--- src/rtl/key_event_pkg.sv ---
// key_event_pkg: shared types and helpers for the key event block.
// Per-key FSM state encoding, counter width and a width helper for the tick counter.
package key_event_pkg;

  typedef enum logic [1:0] {
    IDLE = 2'd0,
    DOWN = 2'd1,
    LONG = 2'd2
  } key_state_e;

  // Hold and repeat counters are 16 bits; LONG_MS/REPEAT_MS are limited to fit.
  localparam int HOLD_W = 16;

  // Number of bits needed to count 0..value-1, never less than 1.
  function automatic int clog2(input int value);
    int width;
    width = 1;
    while ((1 << width) < value) begin
      width = width + 1;
    end
    return width;
  endfunction

endpackage

--- src/rtl/key_event_fsm.sv ---
// key_event_fsm: one key's two-flop synchroniser, IDLE/DOWN/LONG FSM and counters.
// The auto-repeat counter exists only when KEY_EVENT_REPEAT_EN is defined;
// otherwise repeat_o is tied low and LONG simply waits for release.
module key_event_fsm
  import key_event_pkg::*;
#(
  parameter int LONG_MS        = 1000,
  parameter int REPEAT_MS      = 200,
  parameter int KEY_ACTIVE_LOW = 1
) (
  input  logic clk,
  input  logic rst_n,
  input  logic level_i,
  input  logic tick_i,
  output logic press_o,
  output logic release_o,
  output logic long_o,
  output logic repeat_o,
  output logic held_o
);

  localparam logic ACTIVE_LOW = (KEY_ACTIVE_LOW != 0);
  // The level that means "not pressed" is what the synchroniser resets to.
  localparam logic IDLE_LEVEL = ACTIVE_LOW;
  localparam logic [HOLD_W-1:0] LONG_LIMIT = HOLD_W'(LONG_MS);

  logic              sync1_q, sync1_d;
  logic              sync2_q, sync2_d;
  key_state_e        state_q, state_d;
  logic [HOLD_W-1:0] hold_q, hold_d;
  logic [HOLD_W-1:0] hold_inc;
  logic              press_q, press_d;
  logic              release_q, release_d;
  logic              long_q, long_d;
  logic              held_q, held_d;
  logic              pressed;

`ifdef KEY_EVENT_REPEAT_EN
  localparam logic [HOLD_W-1:0] REPEAT_LIMIT = HOLD_W'(REPEAT_MS);
  logic [HOLD_W-1:0] rep_q, rep_d;
  logic [HOLD_W-1:0] rep_inc;
  logic              repeat_q, repeat_d;
`else
  logic [HOLD_W-1:0] unused_repeat_ms;
  assign unused_repeat_ms = HOLD_W'(REPEAT_MS);
`endif

  assign pressed = sync2_q ^ ACTIVE_LOW;

  // Synchroniser shift, FSM transitions and one-cycle event pulses for this key.
  always_comb begin
    sync1_d   = level_i;
    sync2_d   = sync1_q;
    state_d   = state_q;
    hold_d    = hold_q;
    hold_inc  = hold_q + 1'b1;
    press_d   = 1'b0;
    release_d = 1'b0;
    long_d    = 1'b0;
`ifdef KEY_EVENT_REPEAT_EN
    rep_d     = rep_q;
    rep_inc   = rep_q + 1'b1;
    repeat_d  = 1'b0;
`endif
    case (state_q)
      IDLE: begin
        if (pressed) begin
          state_d = DOWN;
          press_d = 1'b1;
          hold_d  = '0;
        end
      end
      DOWN: begin
        if (!pressed) begin
          state_d   = IDLE;
          release_d = 1'b1;
        end else if (tick_i) begin
          hold_d = hold_inc;
          if (hold_inc == LONG_LIMIT) begin
            state_d = LONG;
            long_d  = 1'b1;
`ifdef KEY_EVENT_REPEAT_EN
            rep_d   = '0;
`endif
          end
        end
      end
      LONG: begin
        if (!pressed) begin
          state_d   = IDLE;
          release_d = 1'b1;
        end
`ifdef KEY_EVENT_REPEAT_EN
        else if (tick_i) begin
          if (rep_inc == REPEAT_LIMIT) begin
            repeat_d = 1'b1;
            rep_d    = '0;
          end else begin
            rep_d = rep_inc;
          end
        end
`endif
      end
      default: begin
        state_d = IDLE;
      end
    endcase
    held_d = (state_d != IDLE);
  end

  // State, counters and registered outputs; reset abandons any in-flight hold silently.
  always_ff @(posedge clk or negedge rst_n) begin
    if (!rst_n) begin
      sync1_q   <= IDLE_LEVEL;
      sync2_q   <= IDLE_LEVEL;
      state_q   <= IDLE;
      hold_q    <= '0;
      press_q   <= 1'b0;
      release_q <= 1'b0;
      long_q    <= 1'b0;
      held_q    <= 1'b0;
    end else begin
      sync1_q   <= sync1_d;
      sync2_q   <= sync2_d;
      state_q   <= state_d;
      hold_q    <= hold_d;
      press_q   <= press_d;
      release_q <= release_d;
      long_q    <= long_d;
      held_q    <= held_d;
    end
  end

`ifdef KEY_EVENT_REPEAT_EN
  // Repeat period counter and its pulse register.
  always_ff @(posedge clk or negedge rst_n) begin
    if (!rst_n) begin
      rep_q    <= '0;
      repeat_q <= 1'b0;
    end else begin
      rep_q    <= rep_d;
      repeat_q <= repeat_d;
    end
  end

  assign repeat_o = repeat_q;
`else
  assign repeat_o = 1'b0;
`endif

  assign press_o   = press_q;
  assign release_o = release_q;
  assign long_o    = long_q;
  assign held_o    = held_q;

endmodule

--- src/rtl/key_event.sv ---
// key_event: turns debounced key levels into press/release/long/repeat pulses.
// Holds the shared free-running 1 ms tick generator and one key_event_fsm per key.
// Optional auto-repeat is enabled by defining KEY_EVENT_REPEAT_EN.
module key_event
  import key_event_pkg::*;
#(
  parameter int NUM_KEYS       = 2,
  parameter int CLK_PER_MS     = 50000,
  parameter int LONG_MS        = 1000,
  parameter int REPEAT_MS      = 200,
  parameter int KEY_ACTIVE_LOW = 1
) (
  input  logic                Sys_CLK,
  input  logic                Sys_RST_N,
  input  logic [NUM_KEYS-1:0] Key_Level,
  output logic [NUM_KEYS-1:0] Key_Press,
  output logic [NUM_KEYS-1:0] Key_Release,
  output logic [NUM_KEYS-1:0] Key_Long,
  output logic [NUM_KEYS-1:0] Key_Repeat,
  output logic [NUM_KEYS-1:0] Key_Held
);

  localparam int TICK_W = clog2(CLK_PER_MS);
  localparam logic [TICK_W-1:0] TICK_LAST = TICK_W'(CLK_PER_MS - 1);

  logic [TICK_W-1:0] tick_cnt_q, tick_cnt_d;
  logic              tick;

  // Tick fires on the last count of each millisecond and the counter wraps to 0.
  always_comb begin
    tick       = (tick_cnt_q == TICK_LAST);
    tick_cnt_d = tick ? '0 : tick_cnt_q + 1'b1;
  end

  // Free-running tick counter, never restarted by key activity.
  always_ff @(posedge Sys_CLK or negedge Sys_RST_N) begin
    if (!Sys_RST_N) begin
      tick_cnt_q <= '0;
    end else begin
      tick_cnt_q <= tick_cnt_d;
    end
  end

  for (genvar k = 0; k < NUM_KEYS; k++) begin : g_key
    key_event_fsm #(
      .LONG_MS       (LONG_MS),
      .REPEAT_MS     (REPEAT_MS),
      .KEY_ACTIVE_LOW(KEY_ACTIVE_LOW)
    ) u_fsm (
      .clk      (Sys_CLK),
      .rst_n    (Sys_RST_N),
      .level_i  (Key_Level[k]),
      .tick_i   (tick),
      .press_o  (Key_Press[k]),
      .release_o(Key_Release[k]),
      .long_o   (Key_Long[k]),
      .repeat_o (Key_Repeat[k]),
      .held_o   (Key_Held[k])
    );
  end

endmodule
--- config.mk ---
export PLATFORM = sky130hd
export DESIGN_NAME = key_event
export DESIGN_NICKNAME = d
export VERILOG_FILES = /design/src/rtl/key_event_pkg.sv /design/src/rtl/key_event_fsm.sv /design/src/rtl/key_event.sv
export SDC_FILE = /design/constraint.sdc
export NUM_CORES = 1
export LEC_CHECK = 0
export ABC_AREA = 1
export CORE_ASPECT_RATIO = 0.7
export CORE_UTILIZATION = 61
export CTS_BUF_LIST = sky130_fd_sc_hd__clkbuf_16
export CTS_CLUSTER_SIZE = 40
export DETAILED_ROUTE_END_ITERATION = 7
export PLACE_DENSITY = 0.86
export SETUP_SLACK_MARGIN = 0.1
export SYNTH_ARGS = -nofsm -noshare
export SYNTH_HDL_FRONTEND = slang
export SYNTH_SLANG_ARGS = --single-unit
--- constraint.sdc ---
create_clock -name Sys_CLK -period 2.3 [get_ports Sys_CLK]
set_clock_uncertainty 0.2 [all_clocks]
set_input_delay 0.345 -clock Sys_CLK [delete_from_list [all_inputs] [get_ports Sys_CLK]]
set_output_delay 0.345 -clock Sys_CLK [all_outputs]
set_load 0.005 [all_outputs]
==> After elaboration in Yosys (flattened, before gate mapping) <==
Index checks and enable logic that the tools add are counted.
{ "op_classes": {"add_sub_neg": 3, "eq_ne": 13, "n_mux": 37, "reduce_logical": 10} }
{ "op_table": {"columns": ["operator", "n"], "rows": [
  ["16-bit two-way mux", 7],
  ["16-bit one-hot mux with 2 select lines", 2],
  ["16-bit by 1-bit adder with 16-bit output, second input constant", 3],
  ["16-bit by 10-bit equality test with 1-bit output, second input constant", 2],
  ["2-bit two-way mux", 10],
  ["16-bit equality test, second input constant", 1],
  ["1-bit two-way mux", 16],
  ["2-bit one-hot mux with 3 select lines", 2],
  ["2-bit != test, second input constant", 4],
  ["4-bit AND reduction", 2],
  ["2-bit nonzero test", 4],
  ["2-bit by 1-bit equality test with 1-bit output, second input constant", 2],
  ["2-bit equality test, second input constant", 2],
  ["2-bit zero test", 2],
  ["2-bit by 1-bit != test with 1-bit output, second input constant", 2],
  ["2-bit OR reduction", 2]
]} }
{ "totals": {"ff_bits": 64, "inputBits": 4, "output_inout_bits": 10} }

==> Depth between registers and ports, before layout <==
Gate-level depths: netlist of run 1.
{ "logic_depth": {"word_depth": 7, "depth_mapped": 14} }

==> Cells and area by module <==
From an unflattened synthesis of run 1, not the netlist that was laid out.
{ "unflattened": {"hier_cells": 503, "area_unflattened_um2": 3647.2} }
{ "modules_own_cells": {"columns": ["mod", "n_inst", "cells_per_inst", "area_per_inst_um2"], "rows": [
  ["key_event_fsm", 2, 191, 1385.1],
  ["key_event", 1, 121, 877.1]
]} }

==> Worst setup path before layout of run 1 <==
OpenSTA, ideal clock, no wires.
{ "synth_path": {"path_type": "register to register", "start": "register tick_cnt_q[0]", "end": "register tick_cnt_q[14]", "setup_ps": 121, "arrival_time_ps": 1531, "t_required_ps": 1979, "slack_ps": 448, "path_stages_with_launch": 13, "cell_sequence": "dfrtp_1 ha_1 nand2_1 nor2_1 nand2_1 nor2_1 nand2_1 nor2_1 nand2_2 nor2_1 nand4_1 o21ai_0 nor2_1"} }
{ "synth_via": {"elab_chain_len": 2, "word_cells_on_any_way": 3, "classes_between": "add/sub: 1; eq/ne: 1; mux: 1"} }
{ "synth_lines": {"columns": ["item", "line", "rtl"], "rows": [
  ["start: declaration", "key_event.sv:26", "logic [TICK_W-1:0] tick_cnt_q, tick_cnt_d;"],
  ["start signal: assignment", "key_event.sv:40", "tick_cnt_q <= tick_cnt_d;"],
  ["16-bit by 1-bit adder with 16-bit output or 16-bit equality test (tied branches)", "key_event.sv:32, key_event.sv:31", null],
  ["16-bit two-way mux *", "key_event.sv:32", "tick_cnt_d = tick ? '0 : tick_cnt_q + 1'b1;"],
  ["net tick_cnt_d[14]", "key_event.sv:26", null]
]} }
Mark *: on every way through the listed nets, which the timed path passes. The rest lies on a longest branch.
A chain may end at the register's enable or synchronous reset.

==> Worst setup path after layout of run 1 <==
{ "layout_path": {"start": "register tick_cnt_q[0]", "end": "register g_key[1].u_fsm.hold_q[3]"} }
{ "layout_via": {"elab_chain_len": 3} }
{ "layout_lines": {"columns": ["item", "line", "rtl"], "rows": [
  ["16-bit equality test", "key_event.sv:31", "tick = (tick_cnt_q == TICK_LAST);"],
  ["2-bit by 1-bit != test with 1-bit output (no source line)", null, null],
  ["4-bit AND reduction (no source line)", null, null],
  ["end signal: assignment", "key_event_fsm.sv:126", "hold_q <= hold_d;"],
  ["end: declaration", "key_event_fsm.sv:30", "logic [HOLD_W-1:0] hold_q, hold_d;"]
]} }
No other way between the ends.

==> impl_metrics.tcl, run 1 <==
set metrics [dict create \
    power.share.sequential 0.388 \
    fp.dieH_um 66.5 \
    slew_violations 0 \
    grtUsageTotal 0.300 \
    place_congestion 0.858 \
    die_w_um 94.1 \
    fmax_mhz 433 \
    synth.most_common_cell "nand2_1" \
    start_kind "flip-flop" \
    cp_cell_sequence "ha_1 -> nand3_1 -> nor2_4 -> nand2_4 -> nor2_4 -> a21oi_4 -> inv_1 -> buf_4 -> o21ai_0" \
    violations "setup timing" \
    finalHoldViolations 0 \
    hpwl_um 5870 \
    synth_edf_count 0 \
    fin_tns_setup_ps -10.4 \
    async_reset_ff_frac 1.00 \
    muxShareOfSynthArea 0 \
    crit_fanout 9 \
    antenna_found_initial 0 \
    synth_compound_area_frac 0.0843 \
    cp_slowest_cell "dfrtp_1" \
    synth_cell_types 29 \
    dp_cells 556 \
    combPwrFrac 0.148 \
    fin_cells 578 \
    stdcell_area_um2 4220 \
    clk_pin_slew_worst_paths_ps 60 \
    initial_core_util 0.633 \
    cts.sinks 64 \
    max_stage_delay_ps 390 \
    grt_pass1_vias 3039 \
    fin_crit_sh 1.00 \
    synthAdderAreaFrac 0.0380 \
    outcome "finished with violations" \
    p_int_mw 2.32 \
    finish.utilization 0.738 \
    setup_viol 1 \
    seq_area_frac_synth 0.444 \
    synth-seq-cells 64 \
    synthTopCellsByCount "nand2_1, inv_1, dfrtp_1, nor2_1, nand3_1" \
    crit_path_end_kind "flip-flop" \
    p_clk_frac 0.464 \
    cts_buffers 9 \
    cts_buffer_depth 2 \
    drcViolationCount 0 \
    rows 23 \
    hold_path_class "flip-flop to flip-flop" \
    cp_data_arrival_time_ps 2310 \
    synth_top_area_share 0.415 \
    power.switching_mw 0.822 \
    maxCapViolCount 0 \
    yosysTopAreaCell "dfrtp_1" \
    synth_simple_gate_area_share 0.298 \
    antenna_cells 0 \
    layout-drive-gt1-share 0.129 \
    grt-ovfl-total 0 \
    firstDrtPassIters 7 \
    clockRootBuffer "clkbuf_16" \
    rsz0062_at_grt "yes" \
    synthXorXnorAreaFrac 0.0242 \
    cts.htree.levels 3 \
    syn-instance-count 480 \
    path_common_cell "nor2_4" \
    area_growth_pct 16.6 \
    wl_per_cell_um 15.9 \
    wl_um 9190 \
    dieArea_um2 6250 \
    avgSynthCellArea_um2 7.55 \
    worstPathRequired_ps 2300 \
    p_per_area_nw_per_um2 743 \
    via_count 3361 \
    grt_pass1_wl_um 14000 \
    ant_nets 0 \
    drt-initial-drc-count 438 \
    leakagePower_nw 2.00 \
    ys_warn_count 0 \
    dpl_cell_area_um2 3760 \
    coreArea_um2 5730 \
    synth_top_family_by_area "simple AND/OR/NAND/NOR gates" \
    yosys_most_used_dff "dfrtp_1" \
    layout.nets 513 \
    r2r_setup_slack_ps -10 \
    insertion_delay_ps 330 \
    io-pin-count 14 \
    fin_crit_ps 2310 \
    grt_max_degree 65 \
    p_sw_frac 0.262 \
    io_buffers 11 \
    syn_area_um2 3620 \
    layout_setup_ws_ps -10.4 \
    criticalPathCategory "flip-flop to flip-flop" \
    synth.area.top_cells "dfrtp_1, nand2_1, inv_1, nor2_1, nand3_1" \
    peakVddDrop_uv 564 \
    vias_per_cell 5.81 \
    cts_tree "done" \
]
registers in the layout (all words and copies together), names as in the netlist:
name / flops
g_key.u_fsm.state_q: 4
g_key.u_fsm.sync2_q: 2
g_key.u_fsm.held_o: 2
g_key.u_fsm.long_o: 2
g_key.u_fsm.press_o: 2
g_key.u_fsm.hold_q: 32
tick_cnt_q: 16
g_key.u_fsm.sync1_q: 2
g_key.u_fsm.release_o: 2
per-layer routing:
layer  wire, um  global-route usage
met4        275               0.110
met3        907               0.102
met2       4110               0.448
met1       3900               0.406
met5          0                   0
power by group through the flow:
| stage | logic (mW) | clock network, mW | registers, mW |
|---|---|---|---|
| after floorplan | 0.307 | 0 | 1.23 |
| final | 0.464 | 1.46 | 1.22 |
| after global placement | 0.413 | 0 | 1.23 |
| after global routing | 0.510 | 1.51 | 1.22 |
| after detailed placement | 0.429 | 0 | 1.24 |
| after CTS | 0.438 | 1.47 | 1.22 |
worst paths after layout:
kind	startpoint	endpoint	depth (start not counted)
worst min register to register	g_key[1].u_fsm.sync1_q	g_key[1].u_fsm.sync2_q	0
min in group asynchronous	Sys_RST_N	g_key[0].u_fsm.hold_q[12]	3
max in group asynchronous	Sys_RST_N	g_key[0].u_fsm.sync1_q	3
worst max register to register	tick_cnt_q[0]	g_key[1].u_fsm.hold_q[3]	9
worst max-delay path	tick_cnt_q[0]	g_key[1].u_fsm.hold_q[3]	9
worst min-delay path	g_key[1].u_fsm.sync1_q	g_key[1].u_fsm.sync2_q	0
cells by family (layout without fill, tap and decap cells):
logic type                 Yosys count  after routing
adders and majority gates           11             11
xor gates and xnor gates            10             10
AOI/OAI and AO/OA                   53             53
buffers and inverters               94            116
and+or+nand+nor                    247            247
other                                1              2
DFF                                 64             64
layout by cell type, fill, tap and decap left out, drive strengths merged:
cell type / instances
a32o: 1
bufinv: 2
o21ai: 16
xor2: 7
nand3: 31
clkbuf: 9
xnor2: 3
dfstp: 4
a21oi: 14
nor3b: 1
dfrtp: 60
dlygate4sd3: 1
nand2: 134
inv: 80
buf: 9
conb: 2
clkdlybuf4s50: 10
o22ai: 21
nor2: 64
clkinvlp: 2
clkinv: 3
nand4: 10
nor3: 6
nand3b: 1
ha: 11
a31oi: 1
repair_timing:
item / CTS / global route
setup buffers: 0 / 5
setup endpoints to repair: 9 / 32
hold buffers: 1 / 0
endpoints found under the hold margin: 60 / 0
gates resized for setup: 3 / 23
pin swaps: 0 / 3
worst max-delay path: cells and delay by family, from the launching register on:
kind / cells / cell delay, ps
flops: 1 / 390
fa+ha+maj: 1 / 240
simple gates: 4 / 510
buf+inv: 2 / 370
compound gates: 2 / 470
cell type report:
cell class / instances / area, um^2
Fill cell: 378 / 1500
Tap cell: 75 / 93.8
Clock buffer: 9 / 225
Clock inverter: 7 / 96.3
Timing Repair Buffer: 20 / 188
Multi-Input combinational cell: 323 / 1700
Inverter: 80 / 303
Sequential cell: 64 / 1610
stage by stage:
| step | worst slack, ps | hold slack, ps | total power, mW |
|---|---|---|---|
| final | -10.4 | 155 | 3.14 |
| after floorplan | 448 | -151 | 1.54 |
| after detailed placement | 129 | 147 | 1.66 |
| after CTS | 103 | 155 | 3.12 |
| after global placement | 195 | 146 | 1.64 |
| after global routing | -109 | 156 | 3.24 |
No activity file was read; power rests on OpenSTA's default activity.
==> run 2, diff against run 1 <==
- HOLD_SLACK_MARGIN: default -> 0.08
- PLACE_DENSITY: 0.86 -> 0.88
==> run 2 against run 1 <==
Against the previous run: the run now ends clean; via count grew 0.21%; hold slack about the same; core utilization fell by 0.17 points; clock-buffer cell count stayed put; combinational power fell by 8.0%; maximum frequency is 7.7% higher; non-clock buffer count rose by 2.
==> impl_metrics.tcl, run 2 (same netlist as run 1, synthesis figures left out) <==
set metrics [dict create \
    outcome "finished clean" \
    insertion_delay_ps 330 \
    crit_fanout 6 \
    antenna_found_initial 0 \
    io_buffers 11 \
    power.share.sequential 0.419 \
    p_per_area_nw_per_um2 689 \
    grt_max_degree 33 \
    hpwl_um 5510 \
    top_register "g_key.u_fsm.hold_q" \
    final_cell_mix "nand2_1, inv_1, dfrtp_1, nor2_1, nand3_1" \
    fin_cells 580 \
    cts.sinks 64 \
    crit_family "simple AND/OR/NAND/NOR gates" \
    drt-initial-drc-count 313 \
    grt_pass1_wl_um 13000 \
    initial_core_util 0.633 \
    via_count 3368 \
    rows 23 \
    path_common_cell "nand2_1" \
    criticalPathCategory "flip-flop to flip-flop" \
    finalHoldViolations 0 \
    hold_path_class "flip-flop to flip-flop" \
    wl_per_cell_um 15.0 \
    cts.htree.levels 3 \
    vias_per_cell 5.81 \
    max_stage_delay_ps 500 \
    wl_um 8710 \
    p_sw_frac 0.280 \
    clk_pin_slew_worst_paths_ps 60 \
    place_congestion 0.887 \
    min-delay-start "g_key[1].u_fsm.sync1_q" \
    peakVddDrop_uv 609 \
    layout-drive-gt1-share 0.147 \
    dieArea_um2 6250 \
    cts_buffers 9 \
    fin_crit_ps 2140 \
    grt-ovfl-total 0 \
    p_clk_frac 0.434 \
    finish.utilization 0.736 \
    area_growth_pct 16.3 \
    layout_commonest_cell "nand2_1" \
    grt_pass1_vias 2815 \
    worst_r2r_path_depth 13 \
    cts_tree "done" \
    cp.depth 13 \
    p_int_mw 2.09 \
    reg.largest.list "g_key.u_fsm.hold_q: 32 flops, tick_cnt_q: 16 flops, g_key.u_fsm.state_q: 4 flops" \
    largest_reg_flops 32 \
    crit_start "g_key[0].u_fsm.hold_q[2]" \
    start_kind "flip-flop" \
    drcViolationCount 0 \
    cts_buffer_depth 2 \
    fillers 356 \
    firstDrtPassIters 6 \
    power.switching_mw 0.813 \
    fmax_mhz 466 \
    dp_cells 556 \
    antenna_cells 0 \
    die_w_um 94.1 \
    worstPathRequired_ps 2310 \
    slew_violations 0 \
    rr_startpoint "g_key[0].u_fsm.hold_q[2]" \
    crit_path_end_kind "flip-flop" \
    clockRootBuffer "clkbuf_16" \
    setup_viol 0 \
    rsz0062_at_grt "yes" \
    cp_num_buf_inv 0 \
    cp_data_arrival_time_ps 2160 \
    maxCapViolCount 0 \
    cp_cell_sequence "nand3_2 -> nor2_2 -> nand2_1 -> nand2_1 -> nand2_1 -> nor2_1 -> nand3_1 -> nor2_2 -> nand2_1 -> nand2_1 -> nand2_1 -> nand2_1 -> nand2_1" \
    leakagePower_nw 2.00 \
    layout.nets 515 \
    coreArea_um2 5730 \
    io-pin-count 14 \
    min_path_cells 0 \
    combPwrFrac 0.147 \
    grtUsageTotal 0.274 \
    fin_crit_sh 0.932 \
    cp_slowest_cell "dfrtp_1" \
    fp.dieH_um 66.5 \
    ant_nets 0 \
]
[run 2: cell count changes in the layout (fill, tap and decap cells not counted), moves of 3 or more]
cell / previous run / this run
nor2_1: 50 / 46
nor2_2: 7 / 11
dfrtp_1: 54 / 57
dfrtp_2: 6 / 3
inv_2: 2 / 5
[run 2: timing repair]
| item | 4_1_cts | 5_1_grt |
|---|---|---|
| hold buffers | 1 | 0 |
| setup endpoints to repair | 3 | 30 |
| setup buffers | 0 | 7 |
| pin swaps | 0 | 5 |
| hold endpoints to repair | 16 | 0 |
| gates resized for setup | 1 | 29 |
[run 2: area by class of cell]
class,instances,area [um^2],area share
inverter,80,300,0.0713
multi-input combinational,323,1730,0.410
clock buffer,9,225,0.0534
sequential,64,1610,0.382
clock inverter,7,55.1,0.0131
timing repair buffer,22,203,0.0481
tap,75,93.8,0.0223
[run 2: per-layer routing]
layer  share of wire  track usage
met4           0.029       0.0885
met3            0.11       0.0696
met2            0.45        0.408
met5               0            0
met1            0.42        0.393
[run 2: power groups by stage]
| stage | logic (mW) | registers (mW) | clock network (mW) |
|---|---|---|---|
| after floorplan | 0.307 | 1.23 | 0 |
| after global placement | 0.391 | 1.23 | 0 |
| after detailed placement | 0.412 | 1.24 | 0 |
| after CTS | 0.417 | 1.22 | 1.27 |
| after global routing | 0.470 | 1.22 | 1.32 |
| final | 0.427 | 1.22 | 1.26 |
[run 2: final timing paths]
kind	slack, ps	end
worst min-delay path	150	g_key[1].u_fsm.sync2_q
worst min register to register	150	g_key[1].u_fsm.sync2_q
min in group asynchronous	290	g_key[0].u_fsm.hold_q[13]
max in group asynchronous	1000	g_key[0].u_fsm.hold_q[3]
worst max-delay path	160	g_key[0].u_fsm.held_o
worst max register to register	160	g_key[0].u_fsm.held_o
[run 2: stage by stage]
step	worst slack [ps]	hold WS, ps	instance area (um^2)	power (mW)	TNS [ps]
floorplan	448	-151	3630	1.54	0
global placement	225	113	3760	1.62	0
detailed placement	96.7	118	3760	1.65	0
CTS	121	156	4050	2.91	0
global route	-8.88	157	4210	3.01	-9.20
finish	156	155	4210	2.90	0
[run 2: worst reg2reg max path, stage by stage, from the launching register on]
cell	delay, ps
dfrtp_1	500
nand3_2	180
nor2_2	210
nand2_1	100
nand2_1	80
nand2_1	90
nor2_1	100
nand3_1	80
nor2_2	170
nand2_1	100
nand2_1	70
nand2_1	40
nand2_1	80
nand2_1	50
==> run 3, diff against run 2 <==
- MAX_ROUTING_LAYER: default -> met4
- SLEW_MARGIN: default -> 20
==> run 3 against run 2 <==
Against the previous run: non-clock buffer count did not move; combinational power barely moved; sequential share of layout area barely moved; global-route usage rose by 0.85 points; final area barely moved; clock power barely moved; sequential power barely moved; routed wire length fell by 0.90%; first-iteration DRC count rose by 5.1%; flip-flop and latch count did not move; clock-buffer cell count did not move; cell count did not move.
==> impl_metrics.tcl, run 3 (same netlist as run 1, synthesis figures left out) <==
set metrics [dict create \
    power.share.sequential 0.420 \
    p_per_area_nw_per_um2 688 \
    wl_um 8630 \
    insertion_delay_ps 330 \
    hold_path_class "flip-flop to flip-flop" \
    power.switching_mw 0.809 \
    p_clk_frac 0.433 \
    max_stage_delay_ps 510 \
    grt_pass1_vias 2813 \
    reg.largest.list "g_key.u_fsm.hold_q: 32 flops, tick_cnt_q: 16 flops, g_key.u_fsm.state_q: 4 flops" \
    rsz0062_at_grt "yes" \
    grt_pass1_wl_um 13000 \
    worst_r2r_path_depth 13 \
    fmax_mhz 460 \
    cp_slowest_cell "dfrtp_1" \
    fin_tns_setup_ps 0 \
    vias_per_cell 5.74 \
    stdcell_area_um2 4210 \
    cp_data_arrival_time_ps 2190 \
    clk_pin_slew_worst_paths_ps 60 \
    fin_crit_sh 0.945 \
    cts.sinks 64 \
    layout_commonest_cell "nand2_1" \
    drt-initial-drc-count 329 \
    grtUsageTotal 0.283 \
    dieArea_um2 6250 \
    hold_ws_ps 155 \
    leakagePower_nw 2.00 \
    initial_core_util 0.633 \
    rows 23 \
    layout.nets 515 \
    outcome "finished clean" \
    antenna_found_initial 0 \
    dpl_cell_area_um2 3760 \
    peakVddDrop_uv 609 \
    cp_cell_sequence "nand3_2 -> nor2_2 -> nand2_1 -> inv_1 -> nand3_1 -> nand2_2 -> nand2_1 -> nor2_2 -> nand2_1 -> nand2_1 -> nand2_1 -> nand2_1 -> nand2_1" \
    area_growth_pct 16.3 \
    firstDrtPassIters 5 \
    place_congestion 0.902 \
    layout-drive-gt1-share 0.143 \
    p_int_mw 2.09 \
    clockRootBuffer "clkbuf_16" \
    fin_crit_ps 2170 \
    top_register "g_key.u_fsm.hold_q" \
    fp.dieH_um 66.5 \
    r2r_setup_slack_ps 130 \
    cts_buffer_depth 2 \
    maxCapViolCount 0 \
    antenna_cells 0 \
    grt_max_degree 33 \
    hpwl_um 5510 \
    setup_viol 0 \
    coreArea_um2 5730 \
    rr_startpoint "g_key[0].u_fsm.hold_q[2]" \
    r2r_end "g_key[0].u_fsm.held_o" \
    io_buffers 11 \
    largest_reg_flops 32 \
    final_cell_mix "nand2_1, inv_1, dfrtp_1, nor2_1, nand3_1" \
    grt-ovfl-total 0 \
    cts_buffers 9 \
    crit_start "g_key[0].u_fsm.hold_q[2]" \
    via_count 3329 \
    finalHoldViolations 0 \
    crit_path_end_kind "flip-flop" \
    cp-endpoint "g_key[0].u_fsm.held_o" \
    worstPathRequired_ps 2310 \
    wl_per_cell_um 14.9 \
    cts.htree.levels 3 \
    drcViolationCount 0 \
    fillers 358 \
    criticalPathCategory "flip-flop to flip-flop" \
    slew_violations 0 \
    cts_tree "done" \
    die_w_um 94.1 \
    combPwrFrac 0.148 \
    start_kind "flip-flop" \
    path_common_cell "nand2_1" \
    io-pin-count 14 \
    ant_nets 0 \
    p_sw_frac 0.279 \
    crit_fanout 6 \
]
-- run 3: cell counts in the layout (fill, tap and decap cells not counted) --
Identical to the previous run, type by type.
-- run 3: how the worst min path moves through the flow --
stage                                start                         to  slack [ps]  cells past startpoint
floorplan                        Sys_RST_N      g_key[0].u_fsm.held_o        -150                      0
global placement                 Sys_RST_N  g_key[0].u_fsm.hold_q[13]         110                      1
detailed placement               Sys_RST_N  g_key[0].u_fsm.hold_q[13]         120                      1
CTS                 g_key[1].u_fsm.sync1_q     g_key[1].u_fsm.sync2_q         160                      0
global route        g_key[1].u_fsm.sync1_q     g_key[1].u_fsm.sync2_q         160                      0
finish              g_key[1].u_fsm.sync1_q     g_key[1].u_fsm.sync2_q         160                      0
-- run 3: layout make-up --
type	count	area [um^2]	share of cell area
multi-input combinational	323	1720	0.409
sequential	64	1610	0.382
inverter	80	300	0.0713
clock buffer	9	225	0.0535
timing repair buffer	22	203	0.0481
tap	75	93.8	0.0223
clock inverter	7	55.1	0.0131
-- run 3: critical path, delay by kind of cell, from the launching register on --
| family | cells | cell delay, ps |
|---|---|---|
| buf+inv | 1 | 80 |
| flops | 1 | 510 |
| simple gates | 12 | 1270 |
-- run 3: per-layer routing --
metal  part of all wire  wire, um  vias up  track usage
li1                   -         -     1547            -
met1               0.43      3710     1535        0.397
met2               0.44      3830      213        0.405
met3              0.097       836       34       0.0696
met4              0.029       253        0       0.0885
met5                  0         0        -            -
-- run 3: power by group through the flow --
stage               clock network (mW)  logic [mW]  registers, mW
detailed placement                   0       0.412           1.24
finish                            1.25       0.428           1.22
CTS                               1.27       0.417           1.22
global placement                     0       0.391           1.23
global route                      1.32       0.470           1.22
floorplan                            0       0.307           1.23
-- run 3: timing repair --
| item | 4_1_cts | 5_1_grt |
|---|---|---|
| hold buffers | 1 | 0 |
| endpoints found under the hold margin | 16 | 0 |
| resized for setup | 1 | 27 |
| pin swaps | 0 | 6 |
| setup endpoints to repair | 3 | 30 |
| setup buffers | 0 | 7 |
-- run 3: through the flow --
step / instances / util / power (mW) / worst slack (ps)
after global routing: 580 / 0.735 / 3.01 / 16.6
after CTS: 573 / 0.707 / 2.91 / 121
final: 580 / 0.735 / 2.90 / 125
after detailed placement: 556 / 0.657 / 1.65 / 96.7
after global placement: 556 / 0.657 / 1.62 / 225
after floorplan: 481 / - / 1.54 / 448
